===== config.mk =====
export PLATFORM = sky130hd
export DESIGN_NAME = bcd2bin_converter_flat
export DESIGN_NICKNAME = d
export VERILOG_FILES = /design/src/rtl/bcd2bin_converter_if.sv /design/src/rtl/bcd2bin_converter.sv /design/src/flat_wrapper.sv
export SDC_FILE = /design/constraint.sdc
export NUM_CORES = 1
export LEC_CHECK = 0
export CORE_MARGIN = 3
export CORE_UTILIZATION = 60
export CTS_CLUSTER_SIZE = 16
export DETAILED_ROUTE_END_ITERATION = 8
export PLACE_DENSITY = 0.88
export SLEW_MARGIN = 10
export SYNTH_ARGS = -nofsm -noshare
export SYNTH_HDL_FRONTEND = slang
export SYNTH_SLANG_ARGS = --single-unit
export TNS_END_PERCENT = 30

===== constraint.sdc =====
create_clock -name clk -period 5.4 [get_ports clk]
set_input_delay 0.81 -clock clk [delete_from_list [all_inputs] [get_ports clk]]
set_output_delay 0.81 -clock clk [all_outputs]
set_load 0.05 [all_outputs]

===== src/rtl/bcd2bin_converter_if.sv =====
// Handshake and data bundle between a BCD requester and the BCD-to-binary converter.
interface bcd2bin_converter_if #(parameter int DIGITS = 4);
  localparam int BW = 4 * DIGITS;

  logic          start;
  logic [BW-1:0] bcd_in;
  logic [BW-1:0] binary_out;
  logic          busy;
  logic          done;
  logic          error;

  modport master (output start, bcd_in, input binary_out, busy, done, error);
  modport slave  (input start, bcd_in, output binary_out, busy, done, error);
endinterface


===== src/rtl/bcd2bin_converter.sv =====
// Packed-BCD to binary via reverse double-dabble: shift right, then subtract 3
// from every BCD nibble that reaches 8 or more.
module bcd2bin_converter #(
  parameter int DIGITS = 4
) (
  input  logic               clk,
  input  logic               reset,
  bcd2bin_converter_if.slave bus
);
  localparam int BW = 4 * DIGITS;
  localparam int CW = $clog2(BW + 1);

  typedef enum logic [1:0] {IDLE, SHIFT, ADJUST, FINISH} state_t;

  state_t          state, state_nxt;
  logic [2*BW-1:0] shreg;
  logic [CW-1:0]   cnt;
  logic [BW-1:0]   binary_q;
  logic            done_q;
  logic            error_q;
  logic            digits_ok;
  logic [BW-1:0]   bcd_adj;

  always_comb begin
    digits_ok = 1'b1;
    for (int i = 0; i < DIGITS; i++)
      if (bus.bcd_in[4*i +: 4] > 4'd9) digits_ok = 1'b0;
  end

  // Nibbles adjust independently; a borrow must never cross a digit boundary.
  for (genvar g = 0; g < DIGITS; g++) begin : g_adj
    logic [3:0] nib;
    assign nib = shreg[BW + 4*g +: 4];
    assign bcd_adj[4*g +: 4] = (nib >= 4'd8) ? (nib - 4'd3) : nib;
  end

  always_ff @(posedge clk or posedge reset) begin
    if (reset) state <= IDLE;
    else       state <= state_nxt;
  end

  always_comb begin
    state_nxt = state;
    case (state)
      IDLE:    if (bus.start && digits_ok) state_nxt = SHIFT;
      SHIFT:   state_nxt = ADJUST;
      ADJUST:  state_nxt = (cnt == '0) ? FINISH : SHIFT;
      FINISH:  state_nxt = IDLE;
      default: state_nxt = IDLE;
    endcase
  end

  always_ff @(posedge clk or posedge reset) begin
    if (reset) begin
      shreg    <= '0;
      cnt      <= '0;
      binary_q <= '0;
      done_q   <= 1'b0;
      error_q  <= 1'b0;
    end else begin
      done_q <= 1'b0;
      case (state)
        IDLE: begin
          if (bus.start) begin
            if (digits_ok) begin
              shreg   <= {bus.bcd_in, {BW{1'b0}}};
              cnt     <= CW'(BW);
              error_q <= 1'b0;
            end else begin
              // Rejected operand: report immediately, no conversion runs.
              error_q  <= 1'b1;
              binary_q <= '0;
              done_q   <= 1'b1;
            end
          end
        end
        SHIFT: begin
          shreg <= shreg >> 1;
          cnt   <= cnt - 1'b1;
        end
        ADJUST: shreg[2*BW-1:BW] <= bcd_adj;
        FINISH: begin
          binary_q <= shreg[BW-1:0];
          done_q   <= 1'b1;
        end
        default: ;
      endcase
    end
  end

  assign bus.binary_out = binary_q;
  assign bus.done       = done_q;
  assign bus.error      = error_q;
  assign bus.busy       = (state != IDLE);
endmodule


===== src/flat_wrapper.sv =====
// flat-port wrapper written by rule: the top's interface ports become plain ports
module bcd2bin_converter_flat 
#(
  parameter int DIGITS = 4
)
  (clk, reset, bus_start, bus_bcd_in, bus_binary_out, bus_busy, bus_done, bus_error);
  bcd2bin_converter_if #(.DIGITS(DIGITS)) bus_i ();
  input  logic clk;
  input  logic reset;
  input wire logic [$bits(bus_i.start)-1:0] bus_start;
  input wire logic [$bits(bus_i.bcd_in)-1:0] bus_bcd_in;
  output wire logic [$bits(bus_i.binary_out)-1:0] bus_binary_out;
  output wire logic [$bits(bus_i.busy)-1:0] bus_busy;
  output wire logic [$bits(bus_i.done)-1:0] bus_done;
  output wire logic [$bits(bus_i.error)-1:0] bus_error;
  assign bus_i.start = bus_start;
  assign bus_i.bcd_in = bus_bcd_in;
  assign bus_binary_out = bus_i.binary_out;
  assign bus_busy = bus_i.busy;
  assign bus_done = bus_i.done;
  assign bus_error = bus_i.error;
  bcd2bin_converter #(.DIGITS(DIGITS)) u_core (.clk(clk), .reset(reset), .bus(bus_i));
endmodule

==> key figures <==
Finish
  • Share of cells above drive strength 1: 0.0922
  • # fillers: 353
  • Commonest non-fill, non-tap cell in the layout: dfrtp_1
  • Total Nets Final: 386
  • Area delta synth->final: 17.5%
  • Antenna diodes: 0
  • Highest-count cells in the layout ignoring fill and taps: dfrtp_1 (57), clkdlybuf4s50_1 (37), a22o_1 (33)

STA
  • Worst hold slack: 500 ps
  • Fin. Hold Viols: 0
  • Worst-Margin Slew: 984 ps
  • Fmax: 322 MHz
  • Tmin final: 3110 ps
  • Final Slew Violations: 0
  • Worst clock skew: 6.04 ps
  • RSZ-0062 raised after global routing: no
  • Setup Viol. Count Final: 0
  • Tcrit/Tclk final: 0.575
  • Max-slew headroom: 0.344
  • Setup TNS: 0 ps

Clock network
  • CTS tree: done
  • PostCTS Resize Cnt: 0
  • Num CTS Buffers: 9
  • Hold-fix buffers, CTS: 0
  • Clk root buf: clkbuf_8
  • Worst-path clk slew: 70 ps
  • CTS Sinks: 57
  • CTS max path bufs: 2
  • Postcts setup bufs: 0
  • Htree depth: 3
  • Clock Latency Late Sink: 330 ps

Synthesis
  • Cell variety after synth: 52
  • Synthesized Nets: 355
  • Top FF cell, synth: dfrtp_1
  • Synth warn: 0
  • Mapped Cells: 323
  • Number of synthesized register bits: 57
  • Post-synth top area cell: dfrtp_1
  • Number of synthesized flops with an enable pin: 0
  • Synth top area cells: dfrtp_1 (45%), a22o_1 (9.0%), ha_1 (5.1%)
  • Syn avg cell area: 9.90 sq um
  • Seq/Total Area, Yosys: 0.446
  • Fraction of registers with async set/reset: 1.00
  • Area share of the largest cell type after synthesis: 0.446
  • Synthesized area: 3200 sq um

Worst hold path
  • Worst Hold Class: flip-flop to flip-flop
  • Hold path depth: 1
  • Hold Path End: u_core.bus.binary_out[5]
  • Hold Path Origin: u_core.bus.binary_out[5]

Critical path
  • FF-to-FF path depth: 6
  • Crit-path max cell delay: 740 ps
  • Setup crit start kind: flip-flop
  • Crit end category: output port
  • Slowest cell on crit path: clkdlybuf4s50_1
  • Capture point of the worst reg-to-reg path: u_core.shreg[25]
  • Crit Path Class: flip-flop to output port
  • Critical path peak fanout: 15
  • Worst Path Arrival: 2300 ps
  • Required @ worst endpoint: 4590 ps
  • CP dominant cell by count: inv_1
  • Register-to-register setup slack: 2610 ps
  • CP Cell Sequence: inv_1 > ha_1 > inv_1 > clkdlybuf4s50_1
  • Worst R2R Start: u_core.state[0]

GRT
  • Vias in the first global route: 2679
  • Antenna violations before repair: 0
  • First-pass GRT wire length: 12600 um
  • Largest net degree at the start of global routing: 58
  • GR Util All Layers: 0.260
  • GR Overflow Total: 0

Pwr
  • Peak VDD IR: 727 uV
  • P per Cell Area: 665 nW/um^2
  • Pwr Total: 2500 uW
  • LEAKAGE: 0.00161 uW

Route
  • Post-route ant nets: 0
  • Post-route DRC: 0
  • Routed wire length: 7520 um
  • Detailed router's first-iteration violation count: 241
  • Via/cell ratio: 6.39
  • Routed len/inst: 17.7 um
  • Routed vias: 2716
  • Initial DRT Pass Iterations: 5

Die
  • Die area: 6240 sq um
  • Chip width: 79.0 um
  • Num rows: 25
  • Starting Density: 0.647
  • Core footprint: 4940 sq um
  • Chip height: 79.0 um
  • IO Pins: 38

Placed design
  • HPWL Detailed: 4960 um
  • Port Buf Inserts: 37
  • Gpl congestion: 0.888

Flow run
  • Max Cap Viol: 0

Outcome
  • Outcome: finished clean
[logic make-up (layout without fill, tap and decap cells)]
family                     Yosys count  count (layout)  share of synthesized area
buffers and inverters               42              77                     0.0591
adders and majority gates           13              13                     0.0509
DFF                                 57              57                      0.446
muxes                                3               3                     0.0137
AOI/OAI and AO/OA                  129             129                      0.305
and+or+nand+nor                     79              79                      0.126
[state kept, by name, indices dropped and copies added (netlist names)]
signal                 count
u_core.bus.binary_out     16
u_core.bus.done            1
u_core.shreg              32
u_core.state               2
u_core.bus.error           1
u_core.cnt                 5
[report_power, final]
part	switching (uW)	internal, uW
sequential	156	595
clock	162	222
combinational	865	500
total	1180	1320
[worst max-delay path by stage]
stage	start	end
final	u_core.state[0]	bus_busy
after global routing	u_core.state[0]	bus_busy
after CTS	u_core.state[0]	bus_busy
after detailed placement	bus_bcd_in[2]	u_core.cnt[0]
after global placement	bus_bcd_in[2]	u_core.cnt[0]
after floorplan	reset	u_core.bus.binary_out[0]
[metrics by stage]
step                      utilization  setup slack (ps)  instance area, sq um  instances
after global placement          0.721              2510                  3560        410
after floorplan                     -              3190                  3200        323
final                           0.760              2290                  3760        425
after detailed placement        0.721              2430                  3560        410
after global routing            0.760              2110                  3760        425
after CTS                       0.760              2290                  3760        425
[synthesized netlist by cell type, types with 8 or more instances]
| cell | n |
|---|---|
| a21oi_1 | 14 |
| a22o_1 | 33 |
| a31oi_1 | 11 |
| dfrtp_1 | 57 |
| ha_1 | 13 |
| inv_1 | 23 |
| nand2_1 | 27 |
| nand2b_1 | 8 |
| nand3_1 | 10 |
| nor2_1 | 14 |
| o211ai_1 | 11 |
| o21ai_0 | 16 |
[critical path, delay by kind of cell (launching register included)]
family	cells	cell delay, ps
buffers and inverters	3	1030
adders and majority gates	1	500
DFF	1	430
[final cells by class]
cell class | instances | area, sq um | share of cell area
clock buffers | 10 | 138 | 0.0366
clock inverters | 5 | 56.3 | 0.0150
inverters | 23 | 86.3 | 0.0230
multi-input cells | 224 | 1580 | 0.421
flip-flops and latches | 57 | 1430 | 0.380
well taps | 67 | 83.8 | 0.0223
repair buffers | 39 | 385 | 0.103
[layer usage]
layer  GRT usage  up-vias  share of wire
met2       0.400      131           0.47
met3      0.0556       13          0.077
met1       0.352     1295           0.44
met5           0        -              0
met4       0.122        0          0.014
li1            -     1277              -
Note: power is estimated with default switching activity, not from simulation.
